[src/rtl/adc_sample_sequencer_pkg.sv]
// Shared types and frame layout for the serial ADC front end.
// Frames are 16 bits, MSB first; the 8-bit measurement sits in bits [11:4].
package mpc_pkg;

  typedef enum logic [2:0] {
    IDLE,
    SETUP,
    SHIFT,
    HOLD,
    DONE
  } state_t;

  localparam int MEAS_W   = 8;
  localparam int FRAME_W  = 16;
  localparam int DATA_MSB = 11;
  localparam int DATA_LSB = 4;

  function automatic logic [FRAME_W-1:0] mosi_frame(input logic [2:0] addr);
    return {2'b00, addr, 11'b0};
  endfunction

endpackage

[src/rtl/adc_sample_sequencer_sclk_gen.sv]
// SCLK divider: idles high, toggles every CLK_DIV cycles while shifting.
// The divider also times SETUP/HOLD, so it runs whenever a transfer is active.
module adc_sclk_gen #(
  parameter int unsigned CLK_DIV = 4
) (
  input  logic i_clk,
  input  logic i_rst_n,
  input  logic i_run,
  input  logic i_shift,
  output logic o_sclk,
  output logic o_tick,
  output logic o_rise,
  output logic o_fall
);

  localparam int DW = $clog2(CLK_DIV);
  localparam logic [DW-1:0] DIV_MAX = DW'(CLK_DIV - 1);

  logic [DW-1:0] r_div;
  logic          r_sclk;

  always_ff @(posedge i_clk) begin
    if (!i_rst_n || !i_run) begin
      r_div  <= '0;
      r_sclk <= 1'b1;
    end else begin
      r_div <= o_tick ? '0 : r_div + 1'b1;
      if (o_tick && i_shift) r_sclk <= ~r_sclk;
    end
  end

  assign o_tick = i_run && (r_div == DIV_MAX);
  assign o_fall = o_tick && i_shift && r_sclk;
  assign o_rise = o_tick && i_shift && !r_sclk;
  assign o_sclk = r_sclk;

endmodule

[src/rtl/adc_sample_sequencer.sv]
// Reads iL/vg/vc from an 8-bit SPI ADC (CPOL=1) and publishes them as one
// double-buffered set with a single-cycle valid strobe.
//
// state | meaning
// IDLE  | waiting for start or auto tick
// SETUP | cs_n low, sclk high, CLK_DIV cycles
// SHIFT | four 16-bit frames, 64 SCLK periods
// HOLD  | sclk high, cs_n low, CLK_DIV cycles
// DONE  | shadow copied to outputs, sample_valid next cycle
module adc_sample_sequencer
  import mpc_pkg::*;
#(
  parameter int unsigned CLK_DIV     = 4,
  parameter int unsigned AUTO_PERIOD = 1000,
  parameter logic [2:0]  CH_IL       = 3'd0,
  parameter logic [2:0]  CH_VG       = 3'd1,
  parameter logic [2:0]  CH_VC       = 3'd2
) (
  input  logic              wb_clk_i,
  input  logic              wb_rst_ni,
  input  logic              en,
  input  logic              start,
  input  logic              adc_miso,
  output logic              adc_sclk,
  output logic              adc_cs_n,
  output logic              adc_mosi,
  output logic [MEAS_W-1:0] iL,
  output logic [MEAS_W-1:0] vg,
  output logic [MEAS_W-1:0] vc,
  output logic              sample_valid,
  output logic              busy,
  output logic              overrun
);

  localparam int TW = (AUTO_PERIOD > 1) ? $clog2(AUTO_PERIOD) : 1;
  localparam logic [TW-1:0] T_MAX = (AUTO_PERIOD > 0) ? TW'(AUTO_PERIOD - 1) : '0;
  localparam logic [3:0] CAP_IDX = 4'(FRAME_W - 1 - DATA_LSB);

  state_t r_state, w_next;
  logic [TW-1:0]           r_timer;
  logic [5:0]              r_bit;
  logic [DATA_MSB-DATA_LSB-1:0] r_rx;
  logic [MEAS_W-1:0]       r_sh_il, r_sh_vg, r_sh_vc;
  logic [MEAS_W-1:0]       r_il, r_vg, r_vc;
  logic                    r_cs_n, r_mosi, r_valid, r_overrun;
  logic                    w_auto, w_trig, w_run, w_shift;
  logic                    w_sclk, w_tick, w_rise, w_fall;
  logic [2:0]              w_addr;
  logic [FRAME_W-1:0]      w_frame;
  logic [MEAS_W-1:0]       w_byte;

  assign w_auto  = (AUTO_PERIOD != 0) && (r_timer == T_MAX);
  assign w_trig  = start || w_auto;
  assign w_shift = (r_state == SHIFT);
  assign w_run   = en && (r_state inside {SETUP, SHIFT, HOLD});
  assign w_addr  = (r_bit[5:4] == 2'd0) ? CH_IL : (r_bit[5:4] == 2'd1) ? CH_VG : CH_VC;
  assign w_frame = mosi_frame(w_addr);
  assign w_byte  = {r_rx, adc_miso};

  adc_sclk_gen #(.CLK_DIV(CLK_DIV)) u_sclk (
    .i_clk   (wb_clk_i),
    .i_rst_n (wb_rst_ni),
    .i_run   (w_run),
    .i_shift (w_shift),
    .o_sclk  (w_sclk),
    .o_tick  (w_tick),
    .o_rise  (w_rise),
    .o_fall  (w_fall)
  );

  always_ff @(posedge wb_clk_i) begin
    if (!wb_rst_ni || !en || w_auto) r_timer <= '0;
    else                             r_timer <= r_timer + 1'b1;
  end

  always_comb begin
    w_next = r_state;
    case (r_state)
      IDLE:  if (en && w_trig) w_next = SETUP;
      SETUP: if (!en) w_next = IDLE; else if (w_tick) w_next = SHIFT;
      SHIFT: if (!en) w_next = IDLE; else if (w_rise && r_bit == 6'd63) w_next = HOLD;
      HOLD:  if (!en) w_next = IDLE; else if (w_tick) w_next = DONE;
      DONE:  w_next = IDLE;
      default: w_next = IDLE;
    endcase
  end

  always_ff @(posedge wb_clk_i) begin
    if (!wb_rst_ni) begin
      r_state   <= IDLE;
      r_bit     <= '0;
      r_rx      <= '0;
      r_sh_il   <= '0;
      r_sh_vg   <= '0;
      r_sh_vc   <= '0;
      r_il      <= '0;
      r_vg      <= '0;
      r_vc      <= '0;
      r_cs_n    <= 1'b1;
      r_mosi    <= 1'b0;
      r_valid   <= 1'b0;
      r_overrun <= 1'b0;
    end else begin
      r_state   <= w_next;
      r_cs_n    <= !(w_next inside {SETUP, SHIFT, HOLD});
      r_valid   <= (r_state == DONE) && en;
      r_overrun <= w_trig && (r_state != IDLE);
      if (r_state == DONE && en) begin
        r_il <= r_sh_il;
        r_vg <= r_sh_vg;
        r_vc <= r_sh_vc;
      end
      if (w_shift) begin
        if (w_fall) r_mosi <= w_frame[~r_bit[3:0]];
        if (w_rise) begin
          r_rx  <= w_byte[MEAS_W-2:0];
          r_bit <= r_bit + 6'd1;
          // Each frame returns the channel addressed one frame earlier.
          if (r_bit[3:0] == CAP_IDX) begin
            case (r_bit[5:4])
              2'd1: r_sh_il <= w_byte;
              2'd2: r_sh_vg <= w_byte;
              2'd3: r_sh_vc <= w_byte;
              default: ;
            endcase
          end
        end
      end else begin
        r_bit  <= '0;
        r_mosi <= 1'b0;
      end
    end
  end

  assign adc_sclk     = w_sclk;
  assign adc_cs_n     = r_cs_n;
  assign adc_mosi     = r_mosi;
  assign iL           = r_il;
  assign vg           = r_vg;
  assign vc           = r_vc;
  assign sample_valid = r_valid;
  assign busy         = (r_state != IDLE);
  assign overrun      = r_overrun;

endmodule

[config.mk]
export PLATFORM = sky130hd
export DESIGN_NAME = adc_sample_sequencer
export DESIGN_NICKNAME = d
export VERILOG_FILES = /design/src/rtl/adc_sample_sequencer_pkg.sv /design/src/rtl/adc_sample_sequencer_sclk_gen.sv /design/src/rtl/adc_sample_sequencer.sv
export SDC_FILE = /design/constraint.sdc
export NUM_CORES = 1
export LEC_CHECK = 0
export BUFFER_PORTS_ARGS = -buffer_cell sky130_fd_sc_hd__buf_2
export CORE_ASPECT_RATIO = 1.75
export CORE_MARGIN = 5
export CORE_UTILIZATION = 52
export CTS_CLUSTER_SIZE = 8
export DETAILED_ROUTE_END_ITERATION = 7
export HOLD_SLACK_MARGIN = 0.05
export PLACE_DENSITY = 0.75
export SYNTH_ARGS = -nofsm -noshare
export SYNTH_HDL_FRONTEND = slang
export SYNTH_SLANG_ARGS = --single-unit
[constraint.sdc]
create_clock -name wb_clk_i -period 1.85 [get_ports wb_clk_i]
set_input_delay 0.185 -clock wb_clk_i [delete_from_list [all_inputs] [get_ports wb_clk_i]]
set_output_delay 0.185 -clock wb_clk_i [all_outputs]
set_load 0.01 [all_outputs]
==> flow_metrics.tcl, run 1 <==
set metrics [dict create \
    placement.io_buffers 34 \
    wire_length_of_the_first_global_routing_pass_mm 10.1 \
    layout_common_cells "nand2_1 (90), dfxtp_1 (79), buf_2 (34), mux2i_1 (32), a21boi_0 (24)" \
    finalWorstPathRequiredPeriod_ps 1890 \
    drive_above_1_share_pct 19.9 \
    start_kind "flop" \
    layout_setup_ws_ps -39.8 \
    holdCritPathClass "in2reg" \
    skew_ps 9.04 \
    critPathKind "reg2reg" \
    fin_crit_sh_pct 102 \
    syn_inst 339 \
    multi_input_comb_area_um2 1470 \
    grt_max_degree 68 \
    synthTopCellsByArea "dfxtp_1 (51%), nand2_1 (11%), mux2i_1 (10%), a21boi_0 (5.7%), xnor2_1 (3.0%)" \
    syn_nets 347 \
    timing_hold_violations_final 0 \
    rsz_0062_raised_after_global_routing "true" \
    critical_path_peak_fanout 8 \
    p_sw_mw 0.665 \
    first_global_vias 2306 \
    chipWidth_um 69.0 \
    power.leakage_nw 1.33 \
    switching_portion_of_total_power_pct 20.8 \
    p_seq_share_pct 54.8 \
    number_of_drc_markers_after_the_initial_detailed_route_iteration 147 \
    final.fill_count 569 \
    final-instance-count-excl-fill 465 \
    post_synth.cell_area_avg_um2 9.34 \
    global_route_total_usage_across_every_layer_pct 17.2 \
    postSynthRegisterBits 81 \
    cts_max_path_buffers 2 \
    drv.max_cap_violation_count 0 \
    slowest_delay_ps 530 \
    sequential_cell_area_um2 1620 \
    ys_warn_count 0 \
    syn_area_um2 3170 \
    synth_cell_types 40 \
    via_count 2390 \
    post_dp_hpwl_mm 4.33 \
    critical_path.slowest_cell "or4_4" \
    area_growth_pct 17.5 \
    floorplan.rows 37 \
    core_um2 5930 \
    path_cells "or3b_4 -> or4_4 -> nor3b_2 -> buf_6 -> mux2i_1" \
    wl_mm 6.06 \
    synth_async_sr_flop_share_pct 0 \
    synth_edf_count 0 \
    violations "negative setup slack" \
    p_clk_share_pct 43.3 \
    cp.arrival_ps 2170 \
    setup.worst_path.end_class "flop" \
    max_freq_ghz 0.529 \
    dieArea_um2 7810 \
    clock_tree_from_tritoncts "yes" \
    final_antenna_diode_count 0 \
    routedWlPerCell_um 13.0 \
    clock-sinks 81 \
    overflow 0 \
    place_inst 449 \
    cts_buffers 9 \
    route.detailed.drc 0 \
    worst_setup_hold_path_clk_slew_ps 80 \
    maxSlewHeadroom_pct 62.1 \
    p_comb_share_pct 2.0 \
    critical-path-top-delay-family "simple AND/OR/NAND/NOR gates" \
    run_status "finished, violations left" \
    final_nets 390 \
    whs_ps 91.7 \
    drt-vias-per-instance 5.14 \
    synth_ff_type "dfxtp_1" \
    grt_antenna_before_repair 0 \
    cell_taking_the_most_area_after_synthesis "dfxtp_1" \
    number_of_search_and_repair_iterations_in_the_first_detailed_routing_pass 5 \
    setup_viol_count_final 14 \
    start_util_pct 53.4 \
    worst-slew-pin-transition_ps 569 \
    clk_root_buffer_cell "clkbuf_8" \
    layout.cells.most_common "nand2_1" \
    slew_viol_final 0 \
    seq_area_frac_synth_pct 51.2 \
    io_pins 35 \
    chipHeight_um 113 \
    route.antenna.remaining_nets 0 \
    critical_path_required_ps 2130 \
    finalPower_mw 3.19 \
    cellPowerDensity_nw_per_um2 859 \
    p_int_mw 2.53 \
    worst_skew_pair.late_latency_ps 350 \
    htreeDepth 3 \
    worst_ir_drop_vdd_v 0.000545 \
    worstPathBufferInverterCount 1 \
    gp_congestion 0.814 \
    post-synth-top-area-fraction_pct 51.2 \
    postCtsHoldBufs 0 \
]
[repair_timing]
action	CTS	global route
cloned	0	0
buffers inserted	0	0
gates resized for setup	2	2
pin swaps	1	1
endpoints found under the setup margin	16	24
[kinds of logic (layout without fill, tap and decap cells)]
logic type               after synthesis  count (layout)  synth area share (%)
adder cells (fa/ha/maj)                3               3                  1.19
flip-flops                            81              81                  51.2
AO/OA/AOI/OAI                         32              32                  7.31
AND/OR/NAND/NOR                      158             158                  23.6
buffers and inverters                 19              67                  2.65
XOR/XNOR                              14              14                  3.87
multiplexers                          32              32                  10.1
[worst register-to-register path, delay by kind of cell (launching register included)]
family        cells  cell delay (ps)
buf+inv           1              180
flops             1              320
mux               1              210
simple gates      3             1120
[metal layers]
metal,up-vias,global-route usage [%],routed length [um]
met5,-,0,0
met4,0,9.24,163
met3,12,4.47,244
met2,47,30.3,3210
met1,1112,17.8,2440
li1,1219,-,-
[state kept, by name, indices dropped and copies added, names as in the netlist]
signal / cells
adc_mosi: 1
r_rx: 7
overrun: 1
iL: 8
adc_cs_n: 1
sample_valid: 1
u_sclk.r_div: 2
vg: 8
r_timer: 10
u_sclk.o_sclk: 1
r_sh_vc: 8
r_bit: 6
r_sh_vg: 8
r_state: 3
r_sh_il: 8
vc: 8
[final cells by class]
type                    instances  area share [%]
clock buffers                   9            3.33
multi-input cells             239            39.5
inverters                       2           0.202
well taps                      78            2.62
repair buffers                 49            8.14
clock inverters                 7            2.56
flip-flops and latches         81            43.7
[power by group through the flow]
stage	clock [mW]	sequential (mW)	combinational (mW)
6_report	1.38	1.75	0.0628
5_1_grt	1.49	1.75	0.0703
4_1_cts	1.43	1.75	0.0632
3_5_place_dp	0	1.79	0.0627
3_3_place_gp	0	1.79	0.0616
2_1_floorplan	0	1.79	0.0417
[per-stage QoR]
step / utilization (%) / setup slack (ps) / TNS, ps / instance area, um^2
2_1_floorplan: - / -87.4 / -1350 / 3170
3_3_place_gp: 58.8 / 8.10 / 0 / 3480
3_5_place_dp: 58.8 / -44.6 / -250 / 3480
4_1_cts: 62.6 / -47.8 / -409 / 3710
5_1_grt: 62.8 / -90.2 / -1140 / 3720
6_report: 62.8 / -39.8 / -122 / 3720
[synth_stat cells, drive strengths merged (2+ instances only)]
master,number
nand2b,2
a21boi,24
xnor2,11
nand4b,2
a21oi,4
nand3,4
nor4,4
nor2b,7
mux2i,32
or3,2
buf,3
and3,4
nor3,4
inv,2
nand4,2
dfxtp,81
nor2,23
clkbuf,14
ha,3
xor2,3
nor4b,2
or2,2
nor3b,3
nand2,90
[worst paths after layout]
path / depth (start not counted) / slack (ps) / to / start
max: 5 / -40 / r_sh_vg[3]$_SDFFE_PN0P_ / r_state[0]$_SDFF_PN0_
min: 2 / 90 / overrun$_SDFF_PN0_ / start
max reg2reg: 5 / -40 / r_sh_vg[3]$_SDFFE_PN0P_ / r_state[0]$_SDFF_PN0_
min reg2reg: 1 / 440 / u_sclk.r_div[0]$_SDFF_PP0_ / u_sclk.r_div[0]$_SDFF_PP0_
No activity file was read; power rests on OpenSTA's default activity.
==> run 2, diff against run 1 <==
Clock period 1.85 ns to 1.6 ns, I/O delays scaled along.
==> run 2 against run 1 <==
The flow still finishes with violations (negative setup slack). Cell count up 2.2%. Die area unchanged. Clock skew is 1.0 ps higher. Setup slack lost 320 ps. Register-to-register slack got worse by 320 ps. Via count increased by 0.96%. Flip-flop and latch count stayed put. Utilization increased by 4.1 points. Critical path depth did not move. Clock power grew 33%. Worst hold slack gained 14 ps.
==> flow_metrics.tcl, run 2 (same netlist as run 1, synthesis figures left out) <==
set metrics [dict create \
    finalWorstPathRequiredPeriod_ps 1960 \
    fin_crit_sh_pct 122 \
    route.layer.met1.wl_mm 2.53 \
    layout.cells.most_common "nand2_1" \
    layout_common_cells "nand2_1 (90), dfxtp_1 (79), buf_2 (34), mux2i_1 (32), a21boi_0 (24)" \
    power.leakage_nw 1.47 \
    overflow 0 \
    maxSlewHeadroom_pct 61.8 \
    clock_tree_from_tritoncts "yes" \
    htreeDepth 3 \
    placement.io_buffers 34 \
    wl_mm 6.50 \
    final-instance-count-excl-fill 475 \
    worst-slew-pin-transition_ps 574 \
    tns_ps -7700 \
    holdCritPathClass "in2reg" \
    core_um2 5930 \
    critPathKind "reg2reg" \
    final.fill_count 495 \
    post_dp_hpwl_mm 4.42 \
    setup.worst_path.end_class "flop" \
    routedWlPerCell_um 13.7 \
    grt_max_degree 68 \
    layout_setup_ws_ps -359 \
    dieArea_um2 7810 \
    clock-sinks 81 \
    cts_buffers 9 \
    critical_path.slowest_cell "or4_4" \
    layout.core_utilization_pct 66.9 \
    global_route_total_usage_across_every_layer_pct 19.1 \
    registers.top_by_ff_count "r_timer" \
    gp_congestion 0.803 \
    final_antenna_diode_count 0 \
    io_pins 35 \
    top_layer_used "met4" \
    wire_length_of_the_first_global_routing_pass_mm 11.1 \
    chipWidth_um 69.0 \
    rsz_0062_raised_after_global_routing "true" \
    worst_ir_drop_vdd_v 0.000923 \
    worst_skew_pair.late_latency_ps 360 \
    drive_above_1_share_pct 23.7 \
    cts_max_path_buffers 2 \
    number_of_drc_markers_after_the_initial_detailed_route_iteration 150 \
    grt_antenna_before_repair 0 \
    slowest_delay_ps 550 \
    final_nets 400 \
    largest_register_ffs 10 \
    floorplan.rows 37 \
    met2_wirelength_mm 3.51 \
    run_status "finished, violations left" \
    first_global_vias 2375 \
    timing_hold_violations_final 0 \
    slew_viol_final 0 \
    chipHeight_um 113 \
    violations "negative setup slack" \
    cellPowerDensity_nw_per_um2 994 \
    via_count 2413 \
    whs_ps 106 \
    route.antenna.remaining_nets 0 \
    drt-vias-per-instance 5.08 \
    start_kind "flop" \
    number_of_search_and_repair_iterations_in_the_first_detailed_routing_pass 4 \
    area_growth_pct 25.2 \
    worst_setup_hold_path_clk_slew_ps 80 \
    max_freq_ghz 0.511 \
    start_util_pct 53.4 \
    skew_ps 10.0 \
    routed-wl-met3_um 254 \
    cp.arrival_ps 2230 \
    path_cells "or3b_4 -> or4_4 -> nor3b_4 -> buf_6 -> mux2i_1" \
    drv.max_cap_violation_count 0 \
    place_inst 455 \
    setup_viol_count_final 33 \
    critical_path_required_ps 1870 \
    clk_root_buffer_cell "clkbuf_8" \
    critical_path_peak_fanout 8 \
    route.detailed.drc 0 \
]
run 2: changes by cell type in the layout (fill, tap and decap cells not counted), moves of 3 or more:
cell,change
buf_12,+3
buf_4,+6
nor4_1,-3
nor4_4,+3
run 2: worst max-delay path, delay by kind of cell (launching register included):
kind          cells  cell delay (ps)
buf+inv           1              180
mux               1              240
flops             1              320
simple gates      3             1140
run 2: final cells by class:
type,count,area (um^2),share of cell area [%]
multi-input cells,239,1560,39.4
clock inverters,4,98.8,2.49
clock buffers,12,155,3.91
well taps,78,97.6,2.46
flip-flops and latches,81,1620,41.0
inverters,2,7.51,0.189
repair buffers,59,418,10.5
run 2: path summary, 6_finish.rpt:
check | from | endpoint | slack (ps) | cells after the start
worst max register to register | r_state[0]$_SDFF_PN0_ | r_sh_il[6]$_SDFFE_PN0P_ | -360 | 5
worst min-delay path | wb_rst_ni | r_timer[4]$_SDFF_PP0_ | 110 | 3
worst max-delay path | r_state[0]$_SDFF_PN0_ | r_sh_il[6]$_SDFFE_PN0P_ | -360 | 5
worst min register to register | u_sclk.r_div[0]$_SDFF_PP0_ | u_sclk.r_div[0]$_SDFF_PP0_ | 440 | 1
run 2: report_power, final:
part           switching (mW)  total, mW  internal (mW)  leakage, nW
combinational          0.0475     0.0801         0.0326        0.693
sequential            0.00299       2.02           2.02        0.654
clock                   0.712       1.84           1.13        0.127
run 2: repair_timing:
item,CTS,global route
hold buffers,1,0
resized for setup,11,14
buffers inserted,2,2
pin swaps,3,7
hold endpoints to repair,1,0
setup endpoints to repair,26,64
run 2: metrics by stage:
stage / setup slack (ps) / cell area, um^2 / total power [mW]
global placement: -247 / 3560 / 2.14
global route: -435 / 3960 / 4.07
floorplan: -337 / 3180 / 2.12
finish: -359 / 3960 / 3.94
detailed placement: -301 / 3560 / 2.15
CTS: -273 / 3890 / 3.98
run 2: per-layer routing:
metal  track usage [%]  vias to the layer above
met1              20.5                     1125
li1                  -                     1232
met2              33.0                       41
met4              10.5                        0
met3              4.67                       15
met5                 0                        -
